`src/rtl/dmem_pkg.sv`:
```
// Shared types and constants for the data-memory responder.
// Optional error checking is enabled by defining DMEM_RESPONDER_ERR_EN.
package dmem_pkg;

  localparam int WORD_W      = 32;
  localparam int DEPTH_DEF   = 64;
  localparam int LATENCY_DEF = 2;

  typedef enum logic [1:0] {
    IDLE = 2'd0,
    BUSY = 2'd1,
    RESP = 2'd2
  } state_t;

endpackage

```
`src/rtl/dmem_array.sv`:
```
// Word-addressed storage with byte-strobed synchronous write, asynchronous read,
// and a full clear on asynchronous reset.
module dmem_array import dmem_pkg::*; #(
  parameter int DEPTH = DEPTH_DEF,
  parameter int AW    = $clog2(DEPTH)
) (
  input  logic              clk,
  input  logic              reset,
  input  logic              we,
  input  logic [3:0]        wstrb,
  input  logic [AW-1:0]     addr,
  input  logic [WORD_W-1:0] wdata,
  output logic [WORD_W-1:0] rdata
);

  logic [WORD_W-1:0] mem [DEPTH];

  always_ff @(posedge clk or posedge reset) begin
    if (reset) begin
      for (int i = 0; i < DEPTH; i++) begin
        mem[i] <= '0;
      end
    end else if (we) begin
      for (int b = 0; b < 4; b++) begin
        if (wstrb[b]) begin
          mem[addr][8*b +: 8] <= wdata[8*b +: 8];
        end
      end
    end
  end

  assign rdata = mem[addr];

endmodule

```
`src/rtl/dmem_responder.sv`:
```
// Single-outstanding data-memory responder with fixed LATENCY from accept to response.
// Define DMEM_RESPONDER_ERR_EN to flag misaligned or out-of-range requests with rsp_err.
module dmem_responder import dmem_pkg::*; #(
  parameter int DEPTH   = DEPTH_DEF,
  parameter int LATENCY = LATENCY_DEF
) (
  input  logic              clk,
  input  logic              reset,
  input  logic              req_valid,
  output logic              req_ready,
  input  logic              req_we,
  input  logic [31:0]       req_addr,
  input  logic [WORD_W-1:0] req_wdata,
  input  logic [3:0]        req_wstrb,
  output logic              rsp_valid,
  input  logic              rsp_ready,
  output logic [WORD_W-1:0] rsp_rdata,
  output logic              rsp_err,
  output state_t            dbg_state
);

  localparam int AW = $clog2(DEPTH);

  // Handshake: a request transfers on an edge with req_valid && req_ready, a
  // response on an edge with rsp_valid && rsp_ready; the payload is held
  // stable while valid is high and the partner is not ready.
  state_t state, state_nxt;
  logic [3:0]        cnt;
  logic              lat_we;
  logic              lat_err;
  logic [AW-1:0]     lat_idx;
  logic [WORD_W-1:0] lat_wdata;
  logic [3:0]        lat_wstrb;
  logic              accept;
  logic              commit;
  logic              req_err;
  logic              array_we;
  logic [WORD_W-1:0] rd_data;
  logic              unused_addr;

  assign req_ready = (state == IDLE) && !reset;
  assign rsp_valid = (state == RESP);
  assign accept    = req_valid && req_ready;
  assign commit    = (state == BUSY) && (cnt == 4'd0);
  assign array_we  = commit && lat_we && !lat_err;
  assign dbg_state = state;
  assign unused_addr = ^{req_addr[31:AW+2], req_addr[1:0]};

`ifdef DMEM_RESPONDER_ERR_EN
  assign req_err = (req_addr[1:0] != 2'b00) || (req_addr >= 32'(DEPTH * 4));
`else
  assign req_err = 1'b0;
`endif

  always_ff @(posedge clk or posedge reset) begin
    if (reset) begin
      state <= IDLE;
    end else begin
      state <= state_nxt;
    end
  end

  always_comb begin
    state_nxt = state;
    case (state)
      IDLE: if (accept)               state_nxt = BUSY;
      BUSY: if (cnt == 4'd0)          state_nxt = RESP;
      RESP: if (rsp_valid && rsp_ready) state_nxt = IDLE;
      default:                        state_nxt = IDLE;
    endcase
  end

  // Request fields are captured on accept so the core may change them freely afterwards.
  always_ff @(posedge clk or posedge reset) begin
    if (reset) begin
      cnt       <= 4'd0;
      lat_we    <= 1'b0;
      lat_err   <= 1'b0;
      lat_idx   <= '0;
      lat_wdata <= '0;
      lat_wstrb <= 4'd0;
      rsp_rdata <= '0;
      rsp_err   <= 1'b0;
    end else begin
      if (accept) begin
        cnt       <= 4'(LATENCY - 1);
        lat_we    <= req_we;
        lat_err   <= req_err;
        lat_idx   <= req_addr[AW+1:2];
        lat_wdata <= req_wdata;
        lat_wstrb <= req_wstrb;
      end else if ((state == BUSY) && (cnt != 4'd0)) begin
        cnt <= cnt - 4'd1;
      end
      if (commit) begin
        rsp_rdata <= (lat_we || lat_err) ? '0 : rd_data;
        rsp_err   <= lat_err;
      end
    end
  end

  dmem_array #(
    .DEPTH (DEPTH),
    .AW    (AW)
  ) u_array (
    .clk   (clk),
    .reset (reset),
    .we    (array_we),
    .wstrb (lat_wstrb),
    .addr  (lat_idx),
    .wdata (lat_wdata),
    .rdata (rd_data)
  );

endmodule

```
`config.mk`:
```
export PLATFORM = sky130hd
export DESIGN_NAME = dmem_responder
export DESIGN_NICKNAME = d
export VERILOG_FILES = /design/src/rtl/dmem_pkg.sv /design/src/rtl/dmem_array.sv /design/src/rtl/dmem_responder.sv
export SDC_FILE = /design/constraint.sdc
export NUM_CORES = 2
export LEC_CHECK = 0
export CAP_MARGIN = 20
export CORE_MARGIN = 1.5
export CORE_UTILIZATION = 40
export DETAILED_ROUTE_END_ITERATION = 16
export PLACE_DENSITY_LB_ADDON = 0.05
export REMOVE_ABC_BUFFERS = 1
export SETUP_SLACK_MARGIN = 0.5
export SYNTH_ARGS = -nofsm -noshare
export SYNTH_HDL_FRONTEND = slang
export SYNTH_SLANG_ARGS = --single-unit
export TNS_END_PERCENT = 1
```
`constraint.sdc`:
```
create_clock -name clk -period 78.3 [get_ports clk]
set_clock_uncertainty 0.05 [all_clocks]
set_input_delay 15.66 -clock clk [delete_from_list [all_inputs] [get_ports clk]]
set_output_delay 15.66 -clock clk [all_outputs]
set_load 0.005 [all_outputs]
```
==> impl_metrics.toml <==
[run_status]
status = "complete, no violations"

[drt]
route.met3.wl_um = 15870
viasPerCell = 5.852
wl_met1_um = 146500
dr.pass1.iters = 5
first_iter_violations = 4357
met2WireLength_um = 143400
topRoutingLayerUsed = "met5"
drc_errors = 0
routed_wl_um = 317300
vias = 61130
ant_nets = 0
wl_per_cell_um = 30.37

[cts]
holdBufCountCts = 0
clockRootBuffer = "clkbuf_16"
clock-sinks = 2129
cts.htree.levels = 4
cts.path.max_buffers = 3
cts_tree = "done"
cts_inserted_buffers = 234
cts.repair.resized = 0
clkSlewWorstSetupHoldPaths_ns = 0.05
clock_latency_ns = 0.88
cts_setup_buffers = 0

[placed_design]
place_congestion = 0.7922
dp_hpwl_um = 192200
portBuffers = 82
dp_cells = 10010
post-place-ws_ns = 45.47

[sta]
rsz0062_at_grt = "false"
finalCritPeriodShare = 0.4193
setup_viol = 0
tns_ns = 0
slew_headroom = 0.1710
layout_min_cycle_time_ns = 32.83
worst_pin_slew_ns = 1.244
postLayoutSetupSlackWorst_ns = 45.47
slew_viol_final = 0
hold_violations = 0
fmax_ghz = 0.03046

[logic_synthesis]
synth_edf_count = 0
synth_common_cells = "dfrtp_1 (2129), mux2_2 (1959), mux2i_1 (473)"
ys_seq_area_frac = 0.5473
synthTopCellsByArea = "dfrtp_1 (55%), mux2_2 (23%), mux2i_1 (4.9%)"
post-synth-top-area-cell = "dfrtp_1"
synth.top_cell.area_share = 0.5473
yosysUniqueCellTypes = 63
yosysMostFrequentCell = "dfrtp_1"
yosys_warnings = 0
synth_ff_type = "dfrtp_1"
netlist_area_sq_mm = 0.09734
postSynthCellCount = 7171
syn_avg_cell_area_sq_um = 13.57
async_reset_ff_frac = 1.000
synth-seq-cells = 2129

[worst_setup_path]
worstSetupStartpointType = "primary input"
critical-path-max-stage-delay_ns = 0.59
r2r-end = "rsp_rdata[31]$_DFFE_PP0P_"
r2r_cells = 10
end_kind = "output pin"
rr_startpoint = "lat_idx[2]$_DFFE_PP0P_"
crit_top_cell = "clkdlybuf4s50_1"
crit_chain = "clkdlybuf4s50_1 > nor3_1 > clkdlybuf4s50_1"
criticalPathCategory = "in -> out"
reg2reg_setup_slack_ns = 73.13
critPathArrivalTime_ns = 17.12
worstPathRequired_ns = 62.59
crit_slowest_cell = "clkdlybuf4s50_1"
cp_max_fo = 3

[grt]
grt_pass1_vias = 63160
grt_use_total = 0.2572
grt_remaining_overflow = 0
grt_max_degree = 174
grt_pass1_wl_um = 463000
antenna_found_initial = 8

[worst_hold_path]
min_path_type = "reg -> reg"
hold_depth = 2
hold_start = "lat_wdata[5]$_DFFE_PP0P_"
whs_endpoint = "lat_wdata[5]$_DFFE_PP0P_"

[pwr]
finalPower_mw = 3.233
power.density_mw_per_mm2 = 29.63
ir_worst_vdd_mv = 0.03733
leakage_nw = 50.84

[floorplan]
rows = 180
boundaryPins = 110
initial_core_util = 0.4036
fp.dieW_um = 496.3
core_sq_mm = 0.2412
die_h_um = 496.3
dieArea_sq_mm = 0.2463

[finish]
instances_no_fill = 10450
ff_latch_area_sq_mm = 0.05333
area_growth_pct = 12.06
fillers = 21750
drive_gt1_frac = 0.3930
multi_input_area_sq_mm = 0.04158
layout.nets = 7139

[job]
maxCapViolCount = 0
[worst max-delay path by stage]
stage,slack (ns),to,startpoint,cells after the start
global placement,45.52,req_ready,reset,3
floorplan,2.44,cnt[0]$_DFFE_PP0P_,reset,1
detailed placement,45.47,req_ready,reset,3
finish,45.47,req_ready,reset,3
CTS,45.47,req_ready,reset,3
global route,45.40,req_ready,reset,3
[worst max-delay path, delay by kind of cell]
kind / cells / cell delay, ns
and+or+nand+nor: 1 / 0.37
buffers and inverters: 2 / 1.10
[layout make-up]
cell class              count  area share
flip-flops and latches   2129      0.4888
diodes                      2  0.00004588
inverters                  11   0.0004932
well taps                3185     0.03653
multi-input cells        4456      0.3812
clock inverters            55    0.006744
repair buffers            232     0.01971
clock buffers             376     0.06646
[layer usage]
| metal | vias to the layer above | global-route usage |
|---|---|---|
| li1 | 26360 | - |
| met2 | 1345 | 0.3948 |
| met4 | 2 | 0.08963 |
| met5 | - | 0 |
| met1 | 32990 | 0.3651 |
| met3 | 434 | 0.04559 |
[through the flow]
| step | hold WS (ns) | util | area, sq um |
|---|---|---|---|
| 3_5_place_dp | 0.4186 | 0.4189 | 101000 |
| 3_3_place_gp | 0.4164 | 0.4188 | 101000 |
| 5_1_grt | 0.4464 | 0.4522 | 109100 |
| 2_1_floorplan | 0.3953 | - | 94730 |
| 4_1_cts | 0.4324 | 0.4520 | 109000 |
| 6_report | 0.4276 | 0.4523 | 109100 |
[layout by cell type (no fill, tap or decap), types with 150 or more instances in the layout]
master	n
nor2_4	150
nand2_1	273
o21ai_0	162
a22oi_1	178
dfrtp_1	2093
mux2_2	1959
o22ai_1	219
a221oi_1	335
clkbuf_16	242
mux2i_1	473
[report_power, final]
part / switching, mW / internal [mW]
Sequential: 0.0468 / 1.14
Combinational: 0.695 / 0.210
Clock: 0.461 / 0.680
[sequential cells by signal, indices dropped and copies added (netlist names)]
name         count
u_array.mem   2048
lat_wdata       32
rsp_rdata       32
lat_idx          6
cnt              4
lat_wstrb        4
dbg_state        2
lat_we           1
[logic make-up after synthesis]
group                      share of synthesized area
other                                     0.00003852
and+or+nand+nor                              0.05026
buffers and inverters                        0.02730
adders and majority gates                  0.0002570
xor gates and xnor gates                   0.0002700
AOI/OAI and AO/OA                            0.08475
muxes                                         0.2898
DFF                                           0.5473
(Power assumes the default switching activity.)
